==> src/rtl/alu_nbit_seq.sv <==
// Registered, valid/ready-handshaked N-bit MIPS-style ALU.
// Optional iterative shift-add multiply (code 1000) is built only when ALU_MUL_EN is defined.
module alu_nbit_seq #(
    parameter int WIDTH = 32
) (
    input  logic             clk,
    input  logic             rst,
    input  logic             in_valid,
    output logic             in_ready,
    input  logic [WIDTH-1:0] a,
    input  logic [WIDTH-1:0] b,
    input  logic [3:0]       alu_ctl,
    output logic             out_valid,
    input  logic             out_ready,
    output logic [WIDTH-1:0] result,
    output logic             zero,
    output logic             carry,
    output logic             overflow,
    output logic             illegal
);

    localparam logic [0:0] IDLE     = 1'b0;
    localparam logic [0:0] MUL_BUSY = 1'b1;

    logic [0:0]       state_reg;
    logic             out_valid_reg;
    logic [WIDTH-1:0] result_reg;
    logic             zero_reg;
    logic             carry_reg;
    logic             overflow_reg;
    logic             illegal_reg;

    logic             accept;
    logic [WIDTH-1:0] a_eff;
    logic [WIDTH-1:0] b_eff;
    logic [WIDTH:0]   sum;
    logic             carry_into_msb;
    logic             add_ovf;
    logic [WIDTH-1:0] res_next;
    logic             carry_next;
    logic             overflow_next;
    logic             illegal_next;

`ifdef ALU_MUL_EN
    localparam int MUL_CYCLES = WIDTH;
    localparam int CW = $clog2(MUL_CYCLES + 1);

    logic             is_mul;
    logic [WIDTH-1:0] acc_reg;
    logic [WIDTH-1:0] mcand_reg;
    logic [WIDTH-1:0] mplier_reg;
    logic [CW-1:0]    count_reg;
    logic [WIDTH-1:0] acc_next;

    assign is_mul   = (alu_ctl == 4'b1000);
    // Only the low WIDTH bits of the product are kept, so the accumulator wraps.
    assign acc_next = acc_reg + (mplier_reg[0] ? mcand_reg : '0);
`endif

    assign in_ready = (state_reg == IDLE) && (!out_valid_reg || out_ready);
    assign accept   = in_valid && in_ready;

    // ainv/bneg act directly on the operands; bneg doubles as the adder carry-in.
    assign a_eff = alu_ctl[3] ? ~a : a;
    assign b_eff = alu_ctl[2] ? ~b : b;
    assign sum   = {1'b0, a_eff} + {1'b0, b_eff} + {{WIDTH{1'b0}}, alu_ctl[2]};

    assign carry_into_msb = a_eff[WIDTH-1] ^ b_eff[WIDTH-1] ^ sum[WIDTH-1];
    assign add_ovf        = carry_into_msb ^ sum[WIDTH];

    always_comb begin
        res_next      = '0;
        carry_next    = 1'b0;
        overflow_next = 1'b0;
        illegal_next  = 1'b0;
        case (alu_ctl)
            4'b0000, 4'b1100: res_next = a_eff & b_eff;
            4'b0001:          res_next = a_eff | b_eff;
            4'b0010, 4'b0110: begin
                res_next      = sum[WIDTH-1:0];
                carry_next    = sum[WIDTH];
                overflow_next = add_ovf;
            end
            4'b0111:          res_next = {{(WIDTH-1){1'b0}}, sum[WIDTH-1] ^ add_ovf};
`ifdef ALU_MUL_EN
            4'b1000:          res_next = '0;
`endif
            default:          illegal_next = 1'b1;
        endcase
    end

    always_ff @(posedge clk) begin
        if (rst) begin
            state_reg     <= IDLE;
            out_valid_reg <= 1'b0;
            result_reg    <= '0;
            zero_reg      <= 1'b0;
            carry_reg     <= 1'b0;
            overflow_reg  <= 1'b0;
            illegal_reg   <= 1'b0;
`ifdef ALU_MUL_EN
            acc_reg       <= '0;
            mcand_reg     <= '0;
            mplier_reg    <= '0;
            count_reg     <= '0;
`endif
        end else begin
            if (accept) begin
`ifdef ALU_MUL_EN
                if (is_mul) begin
                    state_reg     <= MUL_BUSY;
                    acc_reg       <= '0;
                    mcand_reg     <= a;
                    mplier_reg    <= b;
                    count_reg     <= '0;
                    out_valid_reg <= 1'b0;
                end else
`endif
                begin
                    out_valid_reg <= 1'b1;
                    result_reg    <= res_next;
                    zero_reg      <= (res_next == '0);
                    carry_reg     <= carry_next;
                    overflow_reg  <= overflow_next;
                    illegal_reg   <= illegal_next;
                end
            end else if (out_valid_reg && out_ready) begin
                out_valid_reg <= 1'b0;
            end
`ifdef ALU_MUL_EN
            if (state_reg == MUL_BUSY) begin
                acc_reg    <= acc_next;
                mcand_reg  <= mcand_reg << 1;
                mplier_reg <= mplier_reg >> 1;
                count_reg  <= count_reg + 1'b1;
                if (count_reg == CW'(MUL_CYCLES - 1)) begin
                    state_reg     <= IDLE;
                    out_valid_reg <= 1'b1;
                    result_reg    <= acc_next;
                    zero_reg      <= (acc_next == '0);
                    carry_reg     <= 1'b0;
                    overflow_reg  <= 1'b0;
                    illegal_reg   <= 1'b0;
                end
            end
`endif
        end
    end

    assign out_valid = out_valid_reg;
    assign result    = result_reg;
    assign zero      = zero_reg;
    assign carry     = carry_reg;
    assign overflow  = overflow_reg;
    assign illegal   = illegal_reg;

endmodule

==> config.mk <==
export PLATFORM = sky130hd
export DESIGN_NAME = alu_nbit_seq
export DESIGN_NICKNAME = d
export VERILOG_FILES = /design/src/rtl/alu_nbit_seq.sv
export SDC_FILE = /design/constraint.sdc
export NUM_CORES = 1
export LEC_CHECK = 0
export ABC_AREA = 1
export BUFFER_PORTS_ARGS = -buffer_cell sky130_fd_sc_hd__buf_2
export CAP_MARGIN = 20
export CORE_ASPECT_RATIO = 2
export CORE_UTILIZATION = 25
export CTS_CLUSTER_DIAMETER = 120
export CTS_CLUSTER_SIZE = 16
export DETAILED_ROUTE_END_ITERATION = 10
export GPL_TIMING_DRIVEN = 0
export SYNTH_ARGS = -nofsm -noshare
export SYNTH_HDL_FRONTEND = slang
export SYNTH_SLANG_ARGS = --single-unit
export TNS_END_PERCENT = 20
==> constraint.sdc <==
create_clock -name clk -period 3.5 [get_ports clk]
set_input_delay 0.35 -clock clk [delete_from_list [all_inputs] [get_ports clk]]
set_output_delay 0.35 -clock clk [all_outputs]
set_load 0.01 [all_outputs]
# [Yosys cells after proc, flatten, opt, wreduce, memory -nomap -nowiden]
# Cells that the tools add are included.
[classes] add_sub_neg=2 eq_ne=5 muxes=8 n_bitwise=8 reduce_logical=10
[op_table] operator="one-hot mux 32 bit (4 select lines)" count=1
[op_table] operator="2-to-1 mux 32 bit" count=2
[op_table] operator="NOT 32 bit" count=2
[op_table] operator="adder 32 x 32 -> 33 bit" count=1
[op_table] operator="adder 33 x 1 -> 33 bit" count=1
[op_table] operator="AND 32 bit" count=1
[op_table] operator="zero test 32 bit" count=1
[op_table] operator="OR 32 bit" count=1
[op_table] operator="equality test 4 x 3 -> 1 bit, second input constant" count=2
[op_table] operator="OR reduction 6 bit" count=1
[op_table] operator="2-to-1 mux 1 bit" count=5
[op_table] operator="equality test 4 x 1 -> 1 bit, second input constant" count=1
[op_table] operator="equality test 4 x 2 -> 1 bit, second input constant" count=1
[op_table] operator="equality test 4 bit, second input constant" count=1
[op_table] operator="zero test 4 bit" count=1
[op_table] operator="OR reduction 2 bit" count=2
[op_table] operator="bitwise XOR 1 bit" count=4
[op_table] operator="logical AND 1 bit" count=2
[op_table] operator="nonzero test 2 bit" count=1
[op_table] operator="zero test 1 bit" count=1
[op_table] operator="logical OR 1 bit" count=1
[word_totals] register_bits=37 inputBits=72 output_inout_bits=38 elab_cells=39

# [Longest topological paths before layout]
# Gate-level depths: netlist of run 1.
[logic_depth] depth_word=9 depth_mapped=23 depth_no_buf=22

# [Least setup slack after synthesis of run 1]
# OpenSTA, ideal clock, no wires.
[synth_path] path_kind="input to register" startpoint="input port alu_ctl[3]" endpoint="register zero_reg (netlist: zero)" setup_ns=0.071 arrival_ns=2.893 t_required_ns=3.429 path_slack_ns=0.536 stages=19 cell_sequence="buf_6 clkbuf_1 xnor2_1 inv_1 ha_1 nand2_1 inv_1 a21oi_1 nor2_1 nor2_1 nand2_1 or2_2 nand3_1 nand2_1 nor2_1 nand3_1 nor2_1 nand4_1 a21oi_1"
[synth_via] elab_chain_len=8
[synth_rtl] element="from (decl)" line="12" source="input logic [3:0] alu_ctl,"
[synth_rtl] element="2-to-1 mux 32 bit" line="64" source="assign a_eff = alu_ctl[3] ? ~a : a;"
[synth_rtl] element="adder 32 x 32 -> 33 bit" line="66" source="assign sum = {1'b0, a_eff} + {1'b0, b_eff} + {{WIDTH{1'b0}}, alu_ctl[2]};"
[synth_rtl] element="adder 33 x 1 -> 33 bit" line="66"
[synth_rtl] element="bitwise XOR 1 bit" line="68" source="assign carry_into_msb = a_eff[WIDTH-1] ^ b_eff[WIDTH-1] ^ sum[WIDTH-1];"
[synth_rtl] element="bitwise XOR 1 bit" line="69" source="assign add_ovf = carry_into_msb ^ sum[WIDTH];"
[synth_rtl] element="bitwise XOR 1 bit" line="84" source="4'b0111: res_next = {{(WIDTH-1){1'b0}}, sum[WIDTH-1] ^ add_ovf};"
[synth_rtl] element="one-hot mux 32 bit (4 select lines) *" line="76" source="case (alu_ctl)"
[synth_rtl] element="zero test 32 bit *" line="122" source="zero_reg <= (res_next == '0);"
[synth_rtl] element="to (signal assigned)" line="122"
[synth_rtl] element="to (decl)" line="28" source="logic zero_reg;"
# Every way passes the cells marked *; elsewhere a longest branch is shown, timed or not.
# A chain may end at the register's enable or synchronous reset.

# [Final worst setup path of run 1]
# Ends and elaborated chain as after synthesis.

==> summary.txt, run 1 <==
Yosys
  – Most frequent cell after synthesis: nand2_1
  – Mapped Nets: 1,124
  – Netlist cell types: 37
  – Synthesized flop and latch total: 37
  – Top_reg_cell synth: dfxtp_1
  – EDFF count, synth: 0
  – Top-area cell type share of the netlist area: approximately 15%
  – Mapped Area: 5660 sq um
  – Post-synthesis sequential area ratio: 13.1%
  – Post-synthesis async set-or-reset flop share: 0%
  – Post-synthesis area per instance: approximately 5.7 sq um
  – Synth area leader: nand2_1
  – Commonest cells post-synth: nand2_1 (230), inv_1 (197), nor2_1 (134)
  – Synthesized instance count: 987
  – Ys Warns: 0
  – Top post-synthesis cells by area: nand2_1 (15%), ha_1 (14%), dfxtp_1 (13%)

STA
  – Hold violation total from the final report: 0
  – Final Cycle Share: between 90% and 100%
  – Setup violators final: 0
  – Total negative slack: 0 ps
  – Setup Skew: 4.98 ps
  – Worst-Margin Slew: around 800 ps
  – FMAX: 300 MHz
  – Pins Over Slew Limit: 0
  – Min cycle time layout: around 3300 ps
  – Worst hold margin: 374 ps
  – Post-route setup slack: 169 ps
  – Max_slew headroom: 46.4%

GRT
  – Vias in the first global route: 6,271
  – Initial antenna violation count: 0
  – Largest net degree at the start of global routing: 12
  – Total track usage: 19.6%
  – Global-route wire length before repair: 33,900 um
  – Gr ovfl total: 0

Routing
  – Starting DRT DRC Count: 287
  – Via Count: 6,389
  – Pre-antenna DRT Iters: 5
  – Drt total wl: 22,700 um
  – Routed vias/inst: 4.63
  – Final ANT Viol Nets: 0
  – WL/cell: approximately 16 um
  – # DRC: 0

Setup path
  – FF-to-FF setup slack: 1550 ps
  – CP bufs+invs: 5
  – CP endpoint kind: flop
  – Crit path max-delay family: simple AND/OR/NAND/NOR gates
  – Worst r2r path cells: 8
  – Worst EP required: 3710 ps
  – Crit path kind: in -> reg
  – RR Startpoint: out_valid
  – CP max FO: 10
  – Crit-path cells: buf_6, clkbuf_4, xnor2_1, inv_1, ha_1, nand2_1, nor2_1, nand2_1, inv_1, nand3_1, nand3_1, nand2_1, nand3_1, nand2_1, inv_1, nand3_1, nor2_1, nand4_1, a21oi_1
  – Slowest-stage cell, CP: ha_1
  – R2R Path End: result[22]
  – CP startpoint kind: input pin
  – Critical path's largest stage delay: 350 ps
  – Worst EP arrival: approximately 3500 ps

Clock tree
  – Cts bufs inserted: 5
  – CTS tree: yes
  – Clock Sinks: 37
  – CTS H-tree depth: 2
  – Clock buffer depth: 2
  – CTS clk-pin slew, worst paths: around 50 ps
  – Clock root buffer: clkbuf_16
  – Hold Buf Count CTS: 0
  – Latest clock arrival within the worst-skew pair: 280 ps

Place
  – Place WS: -795 ps
  – Post-DP HPWL: between 15,000 and 20,000 um
  – Buffers added on ports: 107
  – GPL Wtd Cong: 0.959

Die
  – Initial core utilization: 25.5%
  – Core outline area: ~22,000 sq um
  – Rows: 77
  – Ports: 110
  – Die height: 215 um
  – DIE AREA: 23,300 sq um
  – Width of the die: between 100 and 150 um

Status
  – Status: finished, final reports clean

Hold path
  – Hold_sp: out_ready
  – Tightest Hold Check Type: in -> reg
  – Worst Hold End: out_valid
  – Worst Hold Depth: 4

Power
  – Clock share of power: 22.2%
  – Sw Share: 45.9%
  – Psw: roughly 1.1 mW
  – Cell Int Power: 1.27 mW
  – Leak: 3.99 nW
  – Combinational Power Share: 57.8%
  – VDD IR max: 0.267 mV
  – Reg power frac: between 20% and 30%
  – Power Density: 343 nW/um^2

Layout
  – Final net count: 1,239
  – Flip-flop count of the largest register after layout: 32
  – Area delta synth->final: 20.9%
  – Layout cells sized above 1: between 10% and 20%
  – Antenna diode count: 0
  – Fin util: 30.9%

Flow run
  – Max-cap violations: 0
routing by layer:
metal / part of all wire, % / track usage, %
met5: 0 / 0
met4: 5.4 / 10.0
met3: 2.5 / 0.910
met2: 57 / 39.8
met1: 35 / 18.9
what timing repair did:
| item | CTS | global route |
|---|---|---|
| gates resized for setup | 14 | 20 |
| pin swaps | 0 | 1 |
| setup buffers | 0 | 1 |
| gates cloned | 0 | 0 |
| setup endpoints to repair | 5 | 1 |
cells by family after synthesis:
kind of cell / count (synthesis) / synth area share, %
simple gates: 469 / 34.5
compound gates: 129 / 12.9
xor+xnor: 63 / 9.75
fa+ha+maj: 65 / 14.5
buf+inv: 224 / 15.2
flops: 37 / 13.1
power groups by stage:
stage / sequential [mW] / clock [mW] / combinational [mW]
final: 0.471 / 0.520 / 1.36
after global placement: 0.480 / 0 / 1.32
after detailed placement: 0.480 / 0 / 1.33
after CTS: 0.472 / 0.528 / 1.34
after global routing: 0.475 / 0.546 / 1.51
after floorplan: 0.493 / 0 / 0.884
through the flow:
step                      area (sq um)  std cells  power [mW]
final                             6840       1379        2.35
after global routing              6840       1379        2.54
after CTS                         6740       1378        2.34
after detailed placement          6540       1370        1.81
after global placement            6540       1370        1.80
after floorplan                   5660        987        1.38
layout by cell type (no fill, tap or decap), types with 6 or more instances in the layout:
master / netlist / final
ha_1: 64 / 64
dfxtp_1: 37 / 37
xnor2_2: 0 / 9
o211ai_1: 14 / 14
nand2_1: 230 / 229
nand4_1: 11 / 11
a21oi_1: 63 / 62
nand3b_1: 7 / 7
clkbuf_1: 17 / 12
inv_1: 197 / 197
nand3_1: 68 / 67
o21bai_1: 6 / 6
nor2_1: 134 / 133
o21ai_0: 33 / 32
xnor2_1: 60 / 51
buf_2: 3 / 110
worst max-delay path by stage:
stage,start,to,depth (start not counted)
final,alu_ctl[3],zero,19
after global routing,alu_ctl[3],zero,20
after CTS,alu_ctl[2],zero,19
after detailed placement,alu_ctl[3],zero,21
after global placement,alu_ctl[3],zero,21
after floorplan,alu_ctl[3],zero,19
worst register-to-register path: cells and delay by family (launching register included):
kind / cells / cell delay [ps]
AO/OA/AOI/OAI: 1 / 110
buffers and inverters: 4 / 1030
flip-flops: 1 / 300
AND/OR/NAND/NOR: 3 / 410
area by class of cell:
class                           instances  area, sq um
Multi-Input combinational cell        726         4150
Buffer                                 25          140
Timing Repair Buffer                  108          543
Tap cell                              276          345
Fill cell                            2590        15300
Clock inverter                          1         30.0
Inverter                              199          749
Clock buffer                            7          143
Sequential cell                        37          741
Note: power is estimated with default switching activity, not from simulation.
==> run 2, diff against run 1 <==
--- a/config.mk
+++ b/config.mk
@@ -8,12 +8,15 @@
 export ABC_AREA = 1
 export BUFFER_PORTS_ARGS = -buffer_cell sky130_fd_sc_hd__buf_2
 export CAP_MARGIN = 20
+export CELL_PAD_IN_SITES_DETAIL_PLACEMENT = 0
+export CELL_PAD_IN_SITES_GLOBAL_PLACEMENT = 1
 export CORE_ASPECT_RATIO = 2
 export CORE_UTILIZATION = 25
 export CTS_CLUSTER_DIAMETER = 120
 export CTS_CLUSTER_SIZE = 16
 export DETAILED_ROUTE_END_ITERATION = 10
 export GPL_TIMING_DRIVEN = 0
+export PLACE_DENSITY_LB_ADDON = 0.1
 export SYNTH_ARGS = -nofsm -noshare
 export SYNTH_HDL_FRONTEND = slang
 export SYNTH_SLANG_ARGS = --single-unit
==> summary.txt, run 2 (synthesized netlist as in run 1, its figures left out) <==
Layout
  – Commonest cells after routing, fill and taps aside: nand2_1 (230), inv_1 (197), nor2_1 (131), buf_2 (111), nand3_1 (68)
  – Area delta synth->final: 20.5%
  – Fin util: 30.8% (-0.10 points)
  – Final non-filler cell total: 1,378 (-0.073%)
  – Seq. cell area: 741 sq um (unchanged)
  – Most common cell after layout, fill and taps aside: nand2_1
  – Multi-input gate area: 4150 sq um (unchanged)
  – Flip-flop count of the largest register after layout: 32 (unchanged)
  – # fillers: 2,658 (+2.6%)
  – Final net count: 1,238 (-0.081%)
  – Design Area, Final: 6820 sq um (-0.33%)
  – Layout cells sized above 1: 13.8% (about the same)
  – Antenna diode count: 0 (unchanged)

GRT
  – Vias in the first global route: 6,176 (-1.5%)
  – Initial antenna violation count: 0 (unchanged)
  – Global-route wire length before repair: 35,900 um (+6.0%)
  – GRT met2 Usage: 43.7% (+3.9 points)
  – M3 GR Usage: 0.789% (-0.12 points)
  – Largest net degree at the start of global routing: 15 (+3)
  – Gr ovfl total: 0 (unchanged)
  – Total track usage: 21.2% (+1.6 points)
  – Met1 GRT Util: 21.0% (+2.0 points)
  – Most used routing layer: met2

Place
  – GPL Wtd Cong: 0.912 (-4.9%)
  – DP Area: 6540 sq um (unchanged)
  – Post-DP HPWL: 21,100 um (+7.2%)
  – Buffers added on ports: 107 (unchanged)
  – Placed Cells: 1,370 (unchanged)
  – Place WS: -738 ps (+56.5 ps)

STA
  – Pins Over Slew Limit: 0 (unchanged)
  – Post-route setup slack: 300 ps (+131 ps)
  – Final Cycle Share: 91.4% (-3.7 points)
  – Setup Skew: 8.44 ps (+3.46 ps)
  – Setup violators final: 0 (unchanged)
  – Min cycle time layout: 3200 ps (-131 ps)
  – Worst-Margin Slew: 850 ps (+45.9 ps)
  – Hold violation total from the final report: 0 (unchanged)
  – FMAX: 312 MHz (+4.1%)
  – Max_slew headroom: 43.4% (-3.1 points)

Die
  – DIE AREA: 23,300 sq um (unchanged)
  – Die height: 215 um (unchanged)
  – Width of the die: 108 um (unchanged)
  – Core outline area: 22,200 sq um (unchanged)
  – Rows: 77 (unchanged)
  – Ports: 110 (unchanged)
  – Initial core utilization: 25.5% (unchanged)

Hold path
  – Tightest Hold Check Type: in -> reg
  – Hold_sp: out_ready

Routing
  – Routed vias/inst: 4.56 (-1.5%)
  – Final ANT Viol Nets: 0 (unchanged)
  – Starting DRT DRC Count: 365 (+27%)
  – WL/cell: 17.5 um (+6.8%)
  – Pre-antenna DRT Iters: 5 (unchanged)
  – Drt total wl: 24,200 um (+6.7%)
  – # DRC: 0 (unchanged)
  – Via Count: 6,288 (-1.6%)

Clock tree
  – Clock root buffer: clkbuf_16
  – Clock Sinks: 37 (unchanged)
  – CTS tree: yes
  – CTS H-tree depth: 2 (unchanged)
  – Clock buffer depth: 2 (unchanged)
  – Cts bufs inserted: 5 (unchanged)
  – Latest clock arrival within the worst-skew pair: 300 ps (+20 ps)
  – Hold Buf Count CTS: 0 (unchanged)
  – CTS clk-pin slew, worst paths: 60 ps (about the same)

Power
  – Psw: 1.14 mW (+5.9%)
  – Sw Share: 49.0% (+3.1 points)
  – Power Total: 2.33 mW (-0.88%)
  – Reg power frac: 20.2% (about the same)
  – Combinational Power Share: 59.5% (+1.7 points)
  – Cell Int Power: 1.19 mW (-6.6%)
  – Power Density: 341 nW/um^2 (-0.55%)
  – Leak: 3.98 nW (-0.29%)
  – Clock share of power: 20.3% (-1.9 points)
  – VDD IR max: 0.544 mV (+100%)

Setup path
  – Worst EP arrival: 3420 ps (-120 ps)
  – Crit path kind: in -> reg
  – RR Startpoint: out_valid
  – CP endpoint kind: flop
  – Worst EP required: 3720 ps (about the same)
  – Crit path from: alu_ctl[3]
  – CP startpoint kind: input pin
  – CP max FO: 10 (unchanged)

Flow run
  – Max-cap violations: 0 (unchanged)

Status
  – Status: finished, final reports clean
==> run 2: changes by cell type in the layout (fill, tap and decap cells not counted), moves of 2 or more <==
cell | before | now
nor2_2 | 0 | 2
inv_6 | 0 | 2
buf_6 | 4 | 6
nor2_1 | 133 | 131
buf_4 | 3 | 1
==> run 2: path summary, 6_finish.rpt <==
path	to	slack [ps]	cells past startpoint
min reg2reg	zero	460	2
min	out_valid	360	4
max	zero	300	20
max reg2reg	result[19]	1560	8
==> run 2: power groups by stage <==
stage | Clock [mW] | Combinational (mW) | Sequential [mW]
floorplan | 0 | 0.884 | 0.493
global placement | 0 | 1.37 | 0.480
detailed placement | 0 | 1.37 | 0.480
CTS | 0.483 | 1.38 | 0.471
global route | 0.502 | 1.55 | 0.474
finish | 0.472 | 1.38 | 0.470
==> run 2: layer usage <==
| metal | up-vias | wire length [um] |
|---|---|---|
| met5 | - | 0 |
| met4 | 0 | 936 |
| met3 | 34 | 427 |
| met2 | 119 | 14100 |
| met1 | 2857 | 8730 |
| li1 | 3278 | - |
==> run 2: critical path, cell delays in order <==
cell and delay [ps]:
buf_6 120, buf_6 180, xnor2_2 250, inv_1 70, ha_1 390, nand2_1 250, inv_1 70, nand2_1 70
nand2_1 120, a21oi_1 150, nand2_1 180, a21oi_1 320, nand2_1 80, nand3_1 90, nand2_1 90, nor2_1 170
nand2_1 80, nor2_1 130, nand4_1 100, a21oi_1 130
==> run 2: final cells by class <==
cell class | count | area share (%)
well taps | 276 | 5.07
repair buffers | 107 | 7.86
plain buffers | 25 | 2.17
inverters | 199 | 11.0
clock buffers | 5 | 1.84
multi-input cells | 726 | 60.8
clock inverters | 3 | 0.367
flip-flops and latches | 37 | 10.9
==> run 2: timing repair <==
action | 4_1_cts | 5_1_grt
buffers inserted | 0 | 0
cloned | 0 | 0
gates resized for setup | 11 | 30
setup endpoints to repair | 3 | 1
==> run 2: per-stage QoR <==
step / hold WS, ps / TNS (ps)
after floorplan: 490 / 0
after global placement: 453 / -4890
after detailed placement: 456 / -5160
after CTS: 355 / 0
after global routing: 400 / -1.27
final: 362 / 0
